### src/rtl/ascon_bdi_packer.sv
// Byte-to-word packer feeding the Ascon core's bdi port. Two word slots are
// used: an assembly slot that collects bytes and an output slot held stable for the core.
module ascon_bdi_packer #(
  parameter int CCW   = 32,
  parameter int BYTES = CCW / 8
) (
  input  logic           clk,
  input  logic           rst,
  input  logic           flush,
  input  logic [7:0]     in_data,
  input  logic           in_valid,
  output logic           in_ready,
  input  logic [3:0]     in_type,
  input  logic           in_last,
  input  logic           in_eoi,
  output logic [CCW-1:0] bdi,
  output logic           bdi_valid,
  input  logic           bdi_ready,
  output logic [3:0]     bdi_valid_bytes,
  output logic [3:0]     bdi_type,
  output logic           bdi_eot,
  output logic           bdi_eoi,
  output logic           err
);

  // Assembly slot
  logic [CCW-1:0] asm_data;
  logic [2:0]     asm_cnt;
  logic [3:0]     asm_type;
  logic           asm_eot;
  logic           asm_eoi;
  logic           asm_full;

  // Holds in_ready low until the first clock after reset is released
  logic           alive;
  logic           eoi_done;

  logic           out_free;
  logic           move;
  logic           accept;
  logic           drop;
  logic           err_set;
  logic           write;
  logic           bypass;
  logic [CCW-1:0] base_data;
  logic [2:0]     base_cnt;
  logic [CCW-1:0] nxt_data;
  logic [2:0]     nxt_cnt;
  logic [3:0]     nxt_type;
  logic           nxt_full;
  logic           nxt_eoi;

  function automatic logic [3:0] lane_mask(input logic [2:0] cnt);
    lane_mask = 4'((5'd1 << cnt) - 5'd1);
  endfunction

  assign out_free = ~bdi_valid | bdi_ready;
  assign move     = asm_full & out_free;
  assign in_ready = alive & ~flush & (~asm_full | out_free);
  assign accept   = in_valid & in_ready;

  // NOTE: every always_comb output gets a default first so no latch is inferred.
  always_comb begin
    base_data = asm_data;
    base_cnt  = asm_cnt;
    if (move) begin
      base_data = '0;
      base_cnt  = '0;
    end

    nxt_data = base_data;
    for (int k = 0; k < BYTES; k++) begin
      if (base_cnt == 3'(k)) nxt_data[8*k +: 8] = in_data;
    end
    nxt_cnt  = base_cnt + 3'd1;
    nxt_type = (base_cnt == 3'd0) ? in_type : asm_type;
    nxt_full = (nxt_cnt == 3'(BYTES)) | in_last;
    // An eoi without a last is downgraded to an ordinary byte
    nxt_eoi  = in_last & in_eoi;

    drop    = eoi_done | ((base_cnt != 3'd0) && (in_type != asm_type));
    err_set = accept & (drop | (in_eoi & ~in_last));
    write   = accept & ~drop;
    // A completed word skips the assembly slot when the output slot can take it now
    bypass  = write & nxt_full & out_free & ~asm_full;
  end

  // NOTE: sequential state uses non-blocking assignments only, so every flop
  // samples the pre-edge values regardless of statement order.
  always_ff @(posedge clk or posedge rst) begin
    if (rst) begin
      alive           <= 1'b0;
      asm_data        <= '0;
      asm_cnt         <= '0;
      asm_type        <= '0;
      asm_eot         <= 1'b0;
      asm_eoi         <= 1'b0;
      asm_full        <= 1'b0;
      eoi_done        <= 1'b0;
      err             <= 1'b0;
      bdi             <= '0;
      bdi_valid       <= 1'b0;
      bdi_valid_bytes <= '0;
      bdi_type        <= '0;
      bdi_eot         <= 1'b0;
      bdi_eoi         <= 1'b0;
    end else if (flush) begin
      asm_data  <= '0;
      asm_cnt   <= '0;
      asm_type  <= '0;
      asm_eot   <= 1'b0;
      asm_eoi   <= 1'b0;
      asm_full  <= 1'b0;
      eoi_done  <= 1'b0;
      err       <= 1'b0;
      bdi_valid <= 1'b0;
    end else begin
      alive <= 1'b1;

      if (bdi_valid && bdi_ready) bdi_valid <= 1'b0;

      if (move) begin
        bdi             <= asm_data;
        bdi_valid       <= 1'b1;
        bdi_valid_bytes <= lane_mask(asm_cnt);
        bdi_type        <= asm_type;
        bdi_eot         <= asm_eot;
        bdi_eoi         <= asm_eoi;
        asm_data        <= '0;
        asm_cnt         <= '0;
        asm_eot         <= 1'b0;
        asm_eoi         <= 1'b0;
        asm_full        <= 1'b0;
      end

      if (bypass) begin
        bdi             <= nxt_data;
        bdi_valid       <= 1'b1;
        bdi_valid_bytes <= lane_mask(nxt_cnt);
        bdi_type        <= nxt_type;
        bdi_eot         <= in_last;
        bdi_eoi         <= nxt_eoi;
        asm_data        <= '0;
        asm_cnt         <= '0;
        asm_eot         <= 1'b0;
        asm_eoi         <= 1'b0;
        asm_full        <= 1'b0;
      end else if (write) begin
        asm_data <= nxt_data;
        asm_cnt  <= nxt_cnt;
        asm_type <= nxt_type;
        asm_full <= nxt_full;
        asm_eot  <= in_last;
        asm_eoi  <= nxt_eoi;
      end

      if (write && nxt_eoi) eoi_done <= 1'b1;
      if (err_set)          err      <= 1'b1;
    end
  end

endmodule

### config.mk
export PLATFORM = sky130hd
export DESIGN_NAME = ascon_bdi_packer
export DESIGN_NICKNAME = d
export VERILOG_FILES = /design/src/rtl/ascon_bdi_packer.sv
export SDC_FILE = /design/constraint.sdc
export NUM_CORES = 1
export LEC_CHECK = 0
export ABC_CLOCK_PERIOD_IN_PS = 4400
export CORE_MARGIN = 2
export CORE_UTILIZATION = 55
export CTS_BUF_LIST = sky130_fd_sc_hd__clkbuf_4
export CTS_CLUSTER_DIAMETER = 60
export DETAILED_ROUTE_END_ITERATION = 12
export HOLD_SLACK_MARGIN = 0.03
export PLACE_DENSITY = 0.81
export REMOVE_ABC_BUFFERS = 1
export SLEW_MARGIN = 20
export SYNTH_ARGS = -nofsm -noshare
export SYNTH_HDL_FRONTEND = slang
export SYNTH_SLANG_ARGS = --single-unit
### constraint.sdc
create_clock -name clk -period 4.4 [get_ports clk]
set_input_delay 0.88 -clock clk [delete_from_list [all_inputs] [get_ports clk]]
set_output_delay 0.88 -clock clk [all_outputs]
set_load 0.1 [all_outputs]
==> results by group <==
Clock tree
  – Clk buf depth: 2
  – CTS tree: built
  – Clk_lat worst skew: 0.44 ns
  – Root buffer selected by CTS: clkbuf_4
  – Clk sinks: 88
  – Htree depth: 3
  – Hold-fix buffers, CTS: 0
  – CTS clk-pin slew, worst paths: 0.13 ns
  – # Post-CTS Setup Buffers: 0
  – CTS Buf Count: 9
  – Resize count post-CTS: 0

Final layout
  – Reg area: 2200 um2
  – Layout fillers: 623
  – Fin cells: 614
  – Diodes inserted: 0
  – Synth-to-Final Area Change: 18.8%
  – Commonest non-fill, non-tap cell in the layout: dfrtp_1
  – Footprint of the multi-input gates: 2010 um2
  – Layout Utilization: 67.6%
  – Layout cells sized above 1: 7.62%
  – Layout Nets: 533
  – Final Instance Area: 5230 um2
  – Leading cell types in the layout, fill and taps excluded: dfrtp_1, clkdlybuf4s50_1, nor2_1

Synthesis
  – XOR/XNOR Fraction of Synth Area: 1.19%
  – Post-synthesis adder-cell area fraction: 1.71%
  – YS warnings: 0
  – Library cells used by synthesis: 40
  – Post-Synth Simple-Gate Area: 16.3%
  – Post-synthesis compound-gate area fraction: 20.2%
  – Post-synthesis mux area share: 5.94%
  – Ys flop type: dfrtp_1
  – Cells after Synth: 454
  – Post-synth ARST share: 100%
  – Largest family of logic cells by synthesized area: compound AO/OA/AOI/OAI gates
  – Post-synth EDFFs: 0
  – Share of the yosys chip area belonging to registers: 50.0%
  – Netlist Area Pre-Place: 4400 um2
  – Yosys reg bits: 88
  – Post-synthesis average cell area: 9.69 um2

Power
  – Static leakage: 2.27 nW
  – VDD IR max: 0.257 mV
  – Cell area power density: 367 nW/um2
  – Total Power: 1.92 mW

Critical path
  – Worst R2R Setup Slack: 1.40 ns
  – R2R depth: 12
  – Top cell family by delay on the critical path: simple AND/OR/NAND/NOR gates
  – WP depth: 13
  – Reg-to-Reg Start: bdi_valid
  – Crit path cell chain: clkdlybuf4s50_1 > nand2b_1 > nand2_1 > nand2_1 > inv_1 > ha_1 > ha_1 > nor2_1 > or3_1 > a211oi_4 > buf_4 > or2_2 > nor2_1
  – Reg-to-Reg End: asm_data[20]
  – CP Data Required Time: 4.70 ns
  – CP max-delay cell: or2_2
  – Buf/Inv on CP: 3
  – Critical Path Start Type: input port
  – Critical path class: in -> reg
  – Crit end category: flop
  – Crit path DAT: 3.92 ns
  – CP max FO: 35
  – CP max stage delay: 0.56 ns

Run
  – Max-cap viol count: 0

Global routing
  – Congestion Overflow GR: 0
  – Largest net degree at the start of global routing: 38
  – Vias in the first global route: 3,440
  – Total GRT Usage: 24.0%
  – Initial antenna violation count: 0
  – First-pass GRT wire length: 16,300 um

Outcome
  – Outcome: completed

Detailed routing
  – DR vias/cell: 5.89
  – WL final: 9740 um
  – Post-route ant nets: 0
  – First-pass DRT Iterations: 5
  – Via Count: 3,619
  – Initial DRC Count: 221
  – WL/cell: 15.9 um
  – Remaining DRCs: 0

Timing
  – Fin worst setup slack: 0.775 ns
  – Setup TNS: 0 ns
  – Relative slew slack: 34.7%
  – Final Cycle Share: 82.4%
  – Slew Viols, Final: 0
  – RSZ-0062 raised after global routing: false
  – Clk_skew: 0.0147 ns
  – WHS: 0.487 ns
  – Post-layout minimum cycle time: 3.62 ns
  – Worst-Margin Slew: 0.977 ns
  – Setup violations, final: 0
  – Max frequency: 276 MHz
  – Final hold vios: 0

Floorplan
  – Chip Height: 93.4 um
  – Die footprint: 8730 um2
  – Ports: 64
  – Core area: 7730 um2
  – Chip width: 93.4 um
  – Initial Util: 56.9%
  – Num rows: 32

Min path
  – Worst min-delay path category: reg -> reg
  – Hold endpoint: alive
  – Hold Crit Start: alive
  – Hold depth: 1

Placement
  – Port bufs: 63
  – Post-placement cell count: 599
  – Area after DPL: 5130 um2
  – HPWL after detailed placement: 6710 um
  – RePlAce Congestion: 0.829
  – DP Worst Slack: 0.340 ns
-- layout make-up --
cell class	instances	share of cell area [%]
sequential	88	42.1
clock inverter	5	0.479
clock buffer	10	1.44
tap	102	2.44
timing repair buffer	79	14.6
multi-input combinational	324	38.5
inverter	6	0.455
-- state kept, by name, summed over array words and instances (netlist names) --
| name | flops |
|---|---|
| alive | 1 |
| asm_cnt | 3 |
| asm_data | 32 |
| asm_eoi | 1 |
| asm_eot | 1 |
| asm_full | 1 |
| asm_type | 4 |
| bdi | 32 |
| bdi_eoi | 1 |
| bdi_eot | 1 |
| bdi_type | 4 |
| bdi_valid | 1 |
| bdi_valid_bytes | 4 |
| eoi_done | 1 |
| err | 1 |
-- cell usage after synthesis, types with 2 or more instances --
cell	instances	area share, %
buf_6	2	0.51
a41oi_1	2	0.40
or3_1	2	0.28
nand3_1	42	4.8
dfrtp_1	88	50
nand2_1	40	3.4
xnor2_1	6	1.2
nor2b_1	2	0.28
o21ai_1	8	0.91
a21o_1	18	3.1
nor2_1	52	4.4
nand2b_1	2	0.28
nor3_1	4	0.45
buf_4	3	0.51
o21ai_0	18	2.0
ha_1	6	1.7
buf_2	17	1.9
o21a_1	16	2.7
clkbuf_1	11	0.94
buf_1	3	0.26
or2_2	2	0.28
inv_1	6	0.51
and2_1	3	0.43
a31oi_1	5	0.71
nand3b_1	2	0.34
mux2i_1	25	5.7
a32oi_1	16	3.2
a211oi_1	17	2.9
a21oi_1	25	2.8
-- worst max-delay path by stage --
stage	startpoint	end	slack (ns)
after floorplan	bdi_valid	bdi_valid_bytes[0]	-1.93
after global placement	bdi_ready	asm_data[15]	0.44
after detailed placement	bdi_ready	asm_data[20]	0.34
after CTS	bdi_ready	asm_data[20]	0.80
after global routing	bdi_ready	asm_cnt[2]	0.51
final	bdi_ready	asm_data[20]	0.78
-- per-layer routing --
| metal | part of all wire (%) | GRT usage [%] | routed length [um] | vias to the layer above |
|---|---|---|---|---|
| li1 | - | - | - | 1725 |
| met1 | 44 | 31.7 | 4280 | 1773 |
| met2 | 50 | 38.5 | 4870 | 107 |
| met3 | 4.3 | 3.71 | 420 | 14 |
| met4 | 1.7 | 12.0 | 167 | 0 |
| met5 | 0 | 0 | 0 | - |
-- cells by family after synthesis --
| kind of cell | Yosys count |
|---|---|
| AO/OA/AOI/OAI | 129 |
| XOR/XNOR | 6 |
| adder cells (fa/ha/maj) | 6 |
| buffers and inverters | 42 |
| flip-flops | 88 |
| multiplexers | 26 |
| AND/OR/NAND/NOR | 157 |
-- power by group --
group | switching, mW | internal [mW] | leakage (nW)
Sequential | 0.0305 | 0.863 | 1.21
Clock | 0.261 | 0.114 | 0.0587
Combinational | 0.493 | 0.159 | 1.00
Total | 0.784 | 1.14 | 2.27
Power figures use the tool's default switching activity.
